`src/rtl/pair_frame_receiver_pkg.sv`:
```
// Shared types for the operand-pair serial receiver: FSM states, pair struct, limits.
package pair_pkg;
  localparam int PAIR_W = 2;
  localparam int ERR_CNT_MAX = 255;

  typedef enum logic [1:0] {IDLE, SHIFT, PARITY, HOLD} state_t;

  typedef struct packed {
    logic [PAIR_W-1:0] a;
    logic [PAIR_W-1:0] b;
  } pair_t;
endpackage

```
`src/rtl/pair_frame_receiver_frame_shifter.sv`:
```
// Data path of the receiver: 2W-bit MSB-first shift register, bit counter and running parity.
module frame_shifter
  import pair_pkg::*;
#(
  parameter int W = PAIR_W
) (
  input  logic clk,
  input  logic rst,
  input  logic clear,
  input  logic shift_en,
  input  logic bit_in,
  output logic done,
  output logic parity,
  output pair_t pair
);
  localparam int CW = (2 * W > 1) ? $clog2(2 * W) : 1;

  logic [2*W-1:0] shreg;
  logic [CW-1:0]  cnt;

  // clear only restarts counting; the register keeps the previous pair until overwritten
  always_ff @(posedge clk or posedge rst) begin
    if (rst) begin
      shreg  <= '0;
      cnt    <= '0;
      parity <= 1'b0;
    end else if (clear) begin
      cnt    <= '0;
      parity <= 1'b0;
    end else if (shift_en) begin
      shreg  <= {shreg[2*W-2:0], bit_in};
      cnt    <= cnt + 1'b1;
      parity <= parity ^ bit_in;
    end
  end

  assign done = shift_en && (cnt == CW'(2 * W - 1));
  assign pair = shreg;
endmodule

```
`src/rtl/pair_frame_receiver.sv`:
```
// Framed serial-to-parallel operand-pair receiver with valid/ready output handshake.
// Optional parity check and error counter enabled by defining PAIR_PARITY_EN.
module pair_frame_receiver
  import pair_pkg::*;
#(
  parameter int W = PAIR_W
) (
  input  logic         clk,
  input  logic         rst,
  input  logic         ser_in,
  input  logic         ser_valid,
  output logic         ser_ready,
  output logic [W-1:0] pair_a,
  output logic [W-1:0] pair_b,
  output logic         pair_valid,
  input  logic         pair_ready,
  output logic         par_err,
  output logic [7:0]   err_cnt
);
  state_t state;
  logic   accept;
  logic   clear;
  logic   shift_en;
  logic   done;
  logic   par_acc;
  pair_t  pair;

  assign accept   = ser_valid && ser_ready;
  assign clear    = (state == IDLE) && accept && ser_in;
  assign shift_en = (state == SHIFT) && accept;

  frame_shifter #(.W(W)) u_shifter (
    .clk     (clk),
    .rst     (rst),
    .clear   (clear),
    .shift_en(shift_en),
    .bit_in  (ser_in),
    .done    (done),
    .parity  (par_acc),
    .pair    (pair)
  );

  assign pair_a = pair.a;
  assign pair_b = pair.b;

`ifdef PAIR_PARITY_EN
  logic       par_err_q;
  logic [7:0] err_cnt_q;
  assign par_err = par_err_q;
  assign err_cnt = err_cnt_q;
`else
  logic unused_par;
  assign unused_par = par_acc;
  assign par_err    = 1'b0;
  assign err_cnt    = '0;
`endif

  always_ff @(posedge clk or posedge rst) begin
    if (rst) begin
      state      <= IDLE;
      ser_ready  <= 1'b1;
      pair_valid <= 1'b0;
`ifdef PAIR_PARITY_EN
      par_err_q  <= 1'b0;
      err_cnt_q  <= '0;
`endif
    end else begin
`ifdef PAIR_PARITY_EN
      par_err_q <= 1'b0;
`endif
      case (state)
        IDLE: if (accept && ser_in) state <= SHIFT;
        SHIFT: begin
          if (done) begin
`ifdef PAIR_PARITY_EN
            state      <= PARITY;
`else
            state      <= HOLD;
            pair_valid <= 1'b1;
            ser_ready  <= 1'b0;
`endif
          end
        end
        PARITY: begin
`ifdef PAIR_PARITY_EN
          if (accept) begin
            if (ser_in == par_acc) begin
              state      <= HOLD;
              pair_valid <= 1'b1;
              ser_ready  <= 1'b0;
            end else begin
              state     <= IDLE;
              par_err_q <= 1'b1;
              if (err_cnt_q != 8'(ERR_CNT_MAX)) err_cnt_q <= err_cnt_q + 8'd1;
            end
          end
`else
          state <= IDLE;
`endif
        end
        HOLD: begin
          if (pair_ready) begin
            state      <= IDLE;
            pair_valid <= 1'b0;
            ser_ready  <= 1'b1;
          end
        end
        default: state <= IDLE;
      endcase
    end
  end
endmodule

```
`config.mk`:
```
export PLATFORM = sky130hd
export DESIGN_NAME = pair_frame_receiver
export DESIGN_NICKNAME = d
export VERILOG_FILES = /design/src/rtl/pair_frame_receiver_pkg.sv /design/src/rtl/pair_frame_receiver_frame_shifter.sv /design/src/rtl/pair_frame_receiver.sv
export SDC_FILE = /design/constraint.sdc
export NUM_CORES = 1
export LEC_CHECK = 0
export BUFFER_PORTS_ARGS = -buffer_cell sky130_fd_sc_hd__buf_2
export CORE_MARGIN = 4
export CORE_UTILIZATION = 45
export DETAILED_ROUTE_END_ITERATION = 10
export PLACE_DENSITY = 0.82
export SLEW_MARGIN = 30
export SYNTH_ARGS = -nofsm -noshare
export SYNTH_HDL_FRONTEND = slang
export SYNTH_HIERARCHICAL = 1
export SYNTH_SLANG_ARGS = --single-unit
```
`constraint.sdc`:
```
create_clock -name clk -period 2.7 [get_ports clk]
set_input_delay 0.405 -clock clk [delete_from_list [all_inputs] [get_ports clk]]
set_output_delay 0.405 -clock clk [all_outputs]
set_load 0.01 [all_outputs]
```
# Word level (Yosys, flattened, before mapping)

Cells that the tools add are included.

Register bits after elaboration: 10
Input port bits: 5
Output and inout port bits: 15
Logic and storage cells: 38

Add/subtract/negate cells: 1
Equality and inequality tests: 7
Mux-type cells: 12
Bitwise operators: 1
Reductions and logical operators: 12

Operators with widths:

| kind                                                                    | number |
|---|---|
| 2-bit 2-to-1 mux                                                        | 5 |
| 2-bit case mux with 4 select lines                                      | 1 |
| 2-bit == test, second input constant                                    | 3 |
| 1-bit logical AND                                                       | 6 |
| 3-bit AND reduction                                                     | 2 |
| 1-bit 2-to-1 mux                                                        | 4 |
| 2-bit inequality test, second input constant                            | 2 |
| 1-bit case mux with 2 select lines                                      | 2 |
| 2-bit nonzero test                                                      | 2 |
| 2-bit by 1-bit adder with 2-bit output, second input constant           | 1 |
| 2-bit by 1-bit == test with 1-bit output, second input constant         | 1 |
| 2-bit logical NOT                                                       | 1 |
| 2-bit by 1-bit inequality test with 1-bit output, second input constant | 1 |
| 2-bit AND reduction                                                     | 1 |
| 1-bit NOT                                                               | 1 |

# Longest topological paths before layout

Gate-level depths: netlist of run 1.

Depth after elaboration: 5
Mapped depth: 5
Mapped depth without buffers: 5

# Hierarchy

Netlist of run 1, hierarchy kept.

Modules (own cells, without submodules):

| module              | times used | cells an instance | area an instance (µm²) | seq. area each (µm²) |
|---|---|---|---|---|
| frame_shifter       | 1          | 22                | 316.6                  | 175.2 |
| pair_frame_receiver | 1          | 30                | 282.8                  | 101.3 |

# Worst setup path before layout of run 1

OpenSTA, ideal clock, no wires.

Path type: reg-to-reg
From: reg ser_ready
To: reg u_shifter.shreg[0], in the netlist u_shifter/pair[0]
Library setup time: 0.125 ns
Data arrival time: 1.751 ns
Required time: 2.575 ns
Slack: 0.824 ns
Cell stages (with the launch flop): 5
Path buffers: 0
Clock period less this slack: 1.876 ns
Cell sequence: dfstp_2 -> nand2_1 -> nor3b_1 -> and2b_4 -> mux2_4

Elaborated cells on any way between the ends: 6
Those cells by class: bitwise: 1; reduce/logical: 5

RTL lines:

| element                       | RTL line                                | RTL |
|---|---|---|
| from (decl)                   | pair_frame_receiver.sv:12               | `output logic ser_ready,` |
| from (signal assigned)        | pair_frame_receiver.sv:61               | `ser_ready <= 1'b1;` |
| from (signal assigned)        | pair_frame_receiver.sv:80               | `ser_ready <= 1'b0;` |
| from (signal assigned)        | pair_frame_receiver.sv:105              | `ser_ready <= 1'b1;` |
| 1-bit logical AND             | pair_frame_receiver.sv:28               | `assign accept = ser_valid && ser_ready;` |
| 1-bit logical AND             | pair_frame_receiver.sv:30               | `assign shift_en = (state == SHIFT) && accept;` |
| named net shift_en            | pair_frame_receiver.sv:23               | `logic shift_en;` |
| 2-bit AND reduction (no line) | n/a                                     |  |
| to (signal assigned)          | pair_frame_receiver_frame_shifter.sv:31 | `shreg <= {shreg[2*W-2:0], bit_in};` |
| to (decl)                     | pair_frame_receiver_frame_shifter.sv:18 | `logic [2*W-1:0] shreg;` |

The timed path passes the listed nets, and every way through them passes these cells.
A chain may end at the register's enable or synchronous reset.

# Worst setup path after layout of run 1

From: reg ser_ready
To: reg u_shifter.shreg[2], in the netlist u_shifter/pair[2]

Same word-level chain as after synthesis.

==> metrics, run 1 <==
status completed; clk sinks 10; fin util 53.9%; Fill cells 112; # diodes 0; Worst setup EP type flip-flop; fmax around 550 MHz; first-pass GRT wire length 1410 um; drt drc 0; Mapped Area 552 um2; Critical Path AT 1960 ps; Initial Util 49.0%; worst-margin pin slew 503 ps; worst hold-check path type input pin to asynchronous set/reset pin; type of origin of the critical path flip-flop; period utilization 67.2%; die area 1850 um2; Vias/cell 4.72; initial antenna violation count 0; GRT Max-Usage Layer met2; share of cells above drive strength 1 35.0%; fin. max-slew vios 0; Worst-Skew Late Latency 260 ps; Flop pwr share between 50 and 60%; initial DRC count 3; headroom to the max-slew limit 66.4%; VDD IR-drop max approximately 0.00021 V; NetSw 0.0000598 W; post-DP HPWL 648 um; setup ws final 886 ps; antenna-violating nets left 0; RSZ-0062 raised after global routing false; Final Critical Period 1810 ps; Clock Path Buffers 2; H-tree depth 1; met1 Resource Use GR 13.6%; Hold Violations, Final 0; final setup fails 0; CP Max Fanout 5; clock root cell clkbuf_4; P_int 0.000234 W; CTS tree yes; power share of the clock group 44.6%; Num CTS Buffers 3; syn avg cell area 11.5 um2; Die H 43.0 um; Avg WL per Cell approximately 11 um; largest net degree at the start of global routing 10; Layout area overhead 9.98%; Detailed Route WL 850 um; post-cts resize count 0; CTS clock-pin slew for the worst setup and hold paths around 60 ps; drt pass-1 iters 4; core area 1130 um2; Place WS ~880 ps; Final nets between 60 and 70; Hold Buf Count CTS 0; Comb pwr share 4.5%; switching share of power between 20 and 25%; port bufs 10; Worst Path Required 2850 ps; Ports 20; vias 349; Total GRT Usage 11.1%; overflow left after global routing 0; Max Cap Violations 0; Power Dens Cells 485 nW/um2; placer congestion estimate 0.786; crit path kind flip-flop to flip-flop; DIE WIDTH 43.0 um; Syn. warnings 6; number of post-CTS setup repair buffers 0; LEAKAGE 0.344 nW; vias in the first global route ~340; met2 usage 14.1%; Pwr Total 0.000294 W; DP Area 571 um2; Mapped Cells 48; row count 12; GRT met3 Usage 4.24%; design area 607 um2; Post-Route Setup TNS 0 ps; clk_skew 0.275 ps
worst max-delay path, cell delays in order, from the launching register on:
cell,delay [ps]
dfstp_2,560
nand2_1,90
nor3b_1,460
and2b_4,290
mux2_4,310
routing by layer:
metal | share of wire [%] | routed length [um] | up-vias
met5 | 0 | 0 | -
li1 | - | - | 169
met1 | 46 | 395 | 164
met3 | 8.7 | 74 | 2
met2 | 43 | 365 | 14
met4 | 1.6 | 14 | 0
area by class of cell:
type	instances	area [um2]	share of cell area (%)
well taps	14	17.5	2.89
inverters	2	7.51	1.24
clock buffers	4	36.3	5.98
flip-flops and latches	10	251	41.4
multi-input cells	34	244	40.2
repair buffers	10	50.0	8.25
placed cells by master, fill, tap and decap left out:
master,n
mux2i_1,1
nor2_1,2
nand2b_1,1
a21o_1,1
nand2_1,4
a31oi_1,1
dfrtp_1,9
a21oi_1,2
nor4b_2,1
clkbuf_4,3
dfstp_2,1
inv_1,2
clkbuf_8,1
and2_1,1
o2bb2ai_1,1
conb_1,9
mux2_4,4
and2b_4,1
a22o_1,1
xnor2_1,1
ha_1,1
o211a_1,1
nor3b_1,1
buf_2,10
registers in the layout (all words and copies together), names as in the netlist:
register        flops
u_shifter/cnt       2
pair_valid          1
u_shifter/pair      4
ser_ready           1
state               2
metrics by stage:
stage,hold slack [ps],std cells
floorplan,170,56
global placement,304,70
detailed placement,305,70
CTS,17.5,74
global route,24.2,74
finish,30.7,74
power by group through the flow:
stage | Clock [W] | Combinational (W) | Sequential (W)
finish | 0.000131 | 0.0000133 | 0.000150
floorplan | 0 | 0.0000181 | 0.000153
global placement | 0 | 0.0000131 | 0.000153
global route | 0.000145 | 0.0000153 | 0.000150
CTS | 0.000138 | 0.0000131 | 0.000150
detailed placement | 0 | 0.0000131 | 0.000153
final timing paths:
check	start	to	slack, ps	cells past startpoint
worst max-delay path	ser_ready	u_shifter/pair[2]	890	4
worst min-delay path	rst	state[1]	30	2
worst max register to register	ser_ready	u_shifter/pair[2]	890	4
worst min register to register	u_shifter/pair[3]	u_shifter/pair[3]	510	1
max in group asynchronous	rst	ser_ready	2440	2
min in group clk	ser_in	u_shifter/pair[0]	410	2
(Power assumes the default switching activity.)
==> run 2, diff against run 1 <==
--- a/config.mk
+++ b/config.mk
@@ -7,9 +7,9 @@
 export LEC_CHECK = 0
 export BUFFER_PORTS_ARGS = -buffer_cell sky130_fd_sc_hd__buf_2
 export CORE_MARGIN = 4
-export CORE_UTILIZATION = 45
+export CORE_UTILIZATION = 42
 export DETAILED_ROUTE_END_ITERATION = 10
-export PLACE_DENSITY = 0.82
+export PLACE_DENSITY = 0.8
 export SLEW_MARGIN = 30
 export SYNTH_ARGS = -nofsm -noshare
 export SYNTH_HDL_FRONTEND = slang
==> constraint.sdc (replaced) <==
create_clock -name clk -period 1.5 [get_ports clk]
set_input_delay 0.225 -clock clk [delete_from_list [all_inputs] [get_ports clk]]
set_output_delay 0.225 -clock clk [all_outputs]
set_load 0.01 [all_outputs]
==> run 2 against run 1 <==
Compared with the run above: via count increased by 11%; the flow now finishes with violations (negative setup slack); wire length rose by 26%; cell area increased by 12%; register-to-register slack lost 890 ps; flip-flop and latch count is the same; die area rose by 5.8%; critical path depth unchanged; first-iteration DRC count rose to 3.3 times the previous value; hold slack improved by 210 ps; cell count up 8.1%; clock skew is 1.8 ps higher; fmax up 20%.
==> metrics, run 2 (same netlist as run 1, synthesis figures left out) <==
crit-path cells nand2_4, nor4b_4, and2b_4, mux2_4; Hold Crit Depth 2; fin util 58.2%; Hold Violations, Final 0; H-tree depth 1; initial DRC count 10; vias 388; P_int between 0.0004 and 0.0005 W; worst hold-check path type input pin to flip-flop; Detailed Route WL 1070 um; period utilization 100%; drt drc 0; VDD IR-drop max about 0.00034 V; Post-Route Setup TNS -9.07 ps; Comb pwr share 5.3%; WP buf/inv 0; DP Area 636 um2; crit path kind flip-flop to flip-flop; DIE WIDTH between 40 and 50 um; core area 1170 um2; drt pass-1 iters 4; Reg2Reg Depth 4; CP delay by family, top flip-flops; die area 1960 um2; CP Max Fanout 4; Final nets 73; placer congestion estimate 0.761; most frequent cells in the layout buf_2, conb_1, dfrtp_1; power share of the clock group 44.4%; sequential standard cell area 251 um2; LEAKAGE 0.389 nW; Fill cells 99; fmax about 660 MHz; Place WS -0.742 ps; Worst-Skew Late Latency 260 ps; Num CTS Buffers 3; type of origin of the critical path flip-flop; Critical Path AT approximately 1700 ps; Largest register FFs 4; Max Cap Violations 0; Worst Path Required approximately 1600 ps; NetSw ~0.00011 W; Max stage delay on crit path ~550 ps; WHS 244 ps; share of cells above drive strength 1 42.4%; status finished, violations left; setup ws final -5.66 ps; Crit-path slowest cell dfstp_2; antenna-violating nets left 0; post-cts resize count 0; Total GRT Usage 12.0%; Final Critical Period 1510 ps; design area 682 um2; # diodes 0; clk sinks 10; Worst setup EP type flip-flop; commonest non-fill, non-tap cell in the layout buf_2; CTS tree yes; failing checks negative setup slack; clock root cell clkbuf_4; largest net degree at the start of global routing 8; Initial Util 47.1%; row count 12; area occupied by multi-input gates between 200 and 300 um2; number of post-CTS setup repair buffers 0; first-pass GRT wire length roughly 1700 um; port bufs 10; fin. max-slew vios 0; final setup fails 2; Die H 44.2 um; CTS clock-pin slew for the worst setup and hold paths 70 ps; Clock Path Buffers 2; overflow left after global routing 0; Flop pwr share 50.3%; Vias/cell 4.85; initial antenna violation count 0; Layout area overhead 23.6%; RSZ-0062 raised after global routing true; Power Dens Cells 787 nW/um2; post-DP HPWL 862 um; WP depth 4; switching share of power about a fifth; clk_skew 2.08 ps; vias in the first global route 390; Ports 20; Avg WL per Cell 13.4 um
run 2: changes by cell type in the layout (fill, tap and decap cells not counted), sizes merged:
cell,delta
buf,+5
dlygate4sd3,+1
run 2: routing by layer:
| metal | up-vias | wire length, um | share of wire (%) | track usage, % |
|---|---|---|---|---|
| met2 | 14 | 574 | 54 | 20.9 |
| met1 | 192 | 410 | 38 | 12.5 |
| met3 | 2 | 79 | 7.4 | 3.66 |
| met5 | - | 0 | 0 | 0 |
| li1 | 180 | - | - | - |
| met4 | 0 | 8 | 0.75 | 7.23 |
run 2: worst paths after layout:
kind / slack, ps / from / end
hold reg to reg: 540 / u_shifter/pair[3] / u_shifter/pair[3]
setup / recovery: -6 / ser_ready / u_shifter/pair[2]
setup reg to reg: -6 / ser_ready / u_shifter/pair[2]
min in group asynchronous: 400 / rst / pair_valid
hold / removal: 240 / ser_in / u_shifter/pair[0]
max in group asynchronous: 860 / rst / u_shifter/pair[2]
run 2: worst register-to-register path, cell delays in order, from the launching register on:
cell and delay, ps:
dfstp_2 550, nand2_4 70, nor4b_4 220, and2b_4 250, mux2_4 300
run 2: power groups by stage:
stage / Sequential, W / Clock, W / Combinational (W)
floorplan: 0.000275 / 0 / 0.0000329
global route: 0.000269 / 0.000261 / 0.0000320
finish: 0.000270 / 0.000238 / 0.0000285
detailed placement: 0.000275 / 0 / 0.0000256
CTS: 0.000270 / 0.000249 / 0.0000277
global placement: 0.000275 / 0 / 0.0000251
run 2: timing repair:
action,CTS,global route
setup endpoints to repair,2,4
cloned,0,0
endpoints found under the hold margin,9,0
hold buffers,1,0
run 2: stage by stage:
stage               power [W]  cells
detailed placement   0.000300     75
floorplan            0.000308     56
global placement     0.000300     75
global route         0.000562     80
finish               0.000537     80
CTS                  0.000546     80
run 2: layout make-up:
| type | instances | area share, % |
|---|---|---|
| inverter | 2 | 1.10 |
| sequential | 10 | 36.9 |
| multi-input combinational | 34 | 39.8 |
| timing repair buffer | 16 | 14.3 |
| clock buffer | 4 | 5.32 |
| tap | 14 | 2.57 |
==> run 3, diff against run 2 <==
--- a/config.mk
+++ b/config.mk
@@ -7,9 +7,10 @@
 export LEC_CHECK = 0
 export BUFFER_PORTS_ARGS = -buffer_cell sky130_fd_sc_hd__buf_2
 export CORE_MARGIN = 4
-export CORE_UTILIZATION = 42
+export CORE_UTILIZATION = 45
+export CTS_BUF_LIST = sky130_fd_sc_hd__clkbuf_2 sky130_fd_sc_hd__clkbuf_4 sky130_fd_sc_hd__clkbuf_8
 export DETAILED_ROUTE_END_ITERATION = 10
-export PLACE_DENSITY = 0.8
+export PLACE_DENSITY = 0.84
 export SLEW_MARGIN = 30
 export SYNTH_ARGS = -nofsm -noshare
 export SYNTH_HDL_FRONTEND = slang
==> run 3 against run 2 <==
Compared with the run above: the run still ends with negative setup slack left; critical endpoint unchanged; count of clock-buffer cells in the layout did not move; cell area up 0.18%; via count decreased by 0.52%; register-to-register slack hardly changed.
==> metrics, run 3 (same netlist as run 1, synthesis figures left out) <==
fmax 660 MHz; Final nets 74; largest net degree at the start of global routing 8; Vias/cell 4.77; CP delay by family, top flip-flops; fin. max-slew vios 0; period utilization 101%; crit-path cells nand2_4, nor4b_4, and2b_4, mux2_4; fin util 60.7%; WP buf/inv 0; # diodes 0; Initial Util between 40% and 50%; Max stage delay on crit path 560 ps; Largest register FFs 4; vias in the first global route 372; antenna-violating nets left 0; Die H 43.0 um; sequential standard cell area roughly 250 um2; Max Cap Violations 0; final setup fails 2; placer congestion estimate roughly 0.75; Num CTS Buffers 3; initial DRC count 6; core area approximately 1100 um2; overflow left after global routing 0; Pwr Total 0.000510 W; VDD IR-drop max 0.000428 V; RSZ-0062 raised after global routing true; type of origin of the critical path flip-flop; Worst Path Required 1640 ps; first-pass GRT wire length 1680 um; worst hold-check path type input pin to flip-flop; Layout area overhead 23.8%; row count 12; die area 1850 um2; LEAKAGE 0.391 nW; Hold Violations, Final 0; crit path kind flip-flop to flip-flop; CP Max Fanout 4; post-DP HPWL 798 um; clock root cell clkbuf_4; initial antenna violation count 0; top layer in use met4; Fill cells ~100; setup ws final -14.6 ps; Worst setup EP type flip-flop; Power Dens Cells around 750 nW/um2; CTS tree yes; CTS clock-pin slew for the worst setup and hold paths 70 ps; status finished, violations left; Avg WL per Cell roughly 13 um; routed wl met3 58 um; H-tree depth 1; Detailed Route WL 1010 um; Total GRT Usage 12.8%; clk_skew 7.02 ps; post-cts resize count 0; Ports 20; Place WS -10.4 ps; most frequent cells in the layout buf_2, conb_1, dfrtp_1; M1 WL 379 um; area occupied by multi-input gates 272 um2; clk sinks 10; Critical Path AT 1660 ps; Worst-Skew Late Latency 260 ps; Detail Route met2 WL 566 um; Crit-path slowest cell dfstp_2; port bufs 10; Final Critical Period between 1500 and 2000 ps; vias 386; drt pass-1 iters 5; Clock Path Buffers 2; share of cells above drive strength 1 43.3%; commonest non-fill, non-tap cell in the layout buf_2; drt drc 0; DIE WIDTH around 43 um; failing checks negative setup slack
run 3: cell count changes in the layout (fill, tap and decap cells not counted), sizes merged:
cell	delta
buf	+1
run 3: per-stage QoR:
step / cell area [um2] / hold WS (ps) / TNS [ps] / cells
global route: 683 / 215 / -238 / 81
global placement: 636 / 127 / 0 / 75
detailed placement: 636 / 131 / -11.2 / 75
floorplan: 609 / -9.64 / -168 / 56
CTS: 683 / 221 / -8.03 / 81
finish: 683 / 228 / -17.6 / 81
run 3: final timing paths:
path	end	slack, ps	from	cells after the start
min	u_shifter/pair[0]	230	ser_in	2
max	u_shifter/pair[2]	-10	ser_ready	4
min in group asynchronous	state[0]	400	rst	3
max reg2reg	u_shifter/pair[2]	-10	ser_ready	4
min reg2reg	u_shifter/pair[3]	510	u_shifter/pair[3]	1
max in group asynchronous	u_shifter/pair[2]	870	rst	3
run 3: cell type report:
class | instances | area share, %
Clock buffer | 4 | 4.40
Inverter | 2 | 1.10
Tap cell | 14 | 2.56
Sequential cell | 10 | 36.8
Multi-Input combinational cell | 34 | 39.7
Timing Repair Buffer | 17 | 15.4
run 3: power by group:
part / switching (W) / internal (W) / leakage (nW)
combinational: 0.0000209 / 0.00000720 / 0.237
clock: 0.0000919 / 0.000121 / 0.0184
sequential: 0 / 0.000270 / 0.136
total: 0.000113 / 0.000398 / 0.391
run 3: layer usage:
layer  track usage, %  vias to the layer above
met4             9.04                        0
met2             20.7                       13
met5                0                        -
met3             2.54                        2
li1                 -                      180
met1             14.8                      191
run 3: worst register-to-register path, stage by stage (launching register included):
cell,delay [ps]
dfstp_2,560
nand2_4,70
nor4b_4,220
and2b_4,250
mux2_4,300
run 3: timing repair:
action,4_1_cts,5_1_grt
setup endpoints to repair,4,4
endpoints found under the hold margin,9,0
hold buffers,1,0
buffers inserted,1,0
pin swaps,0,0
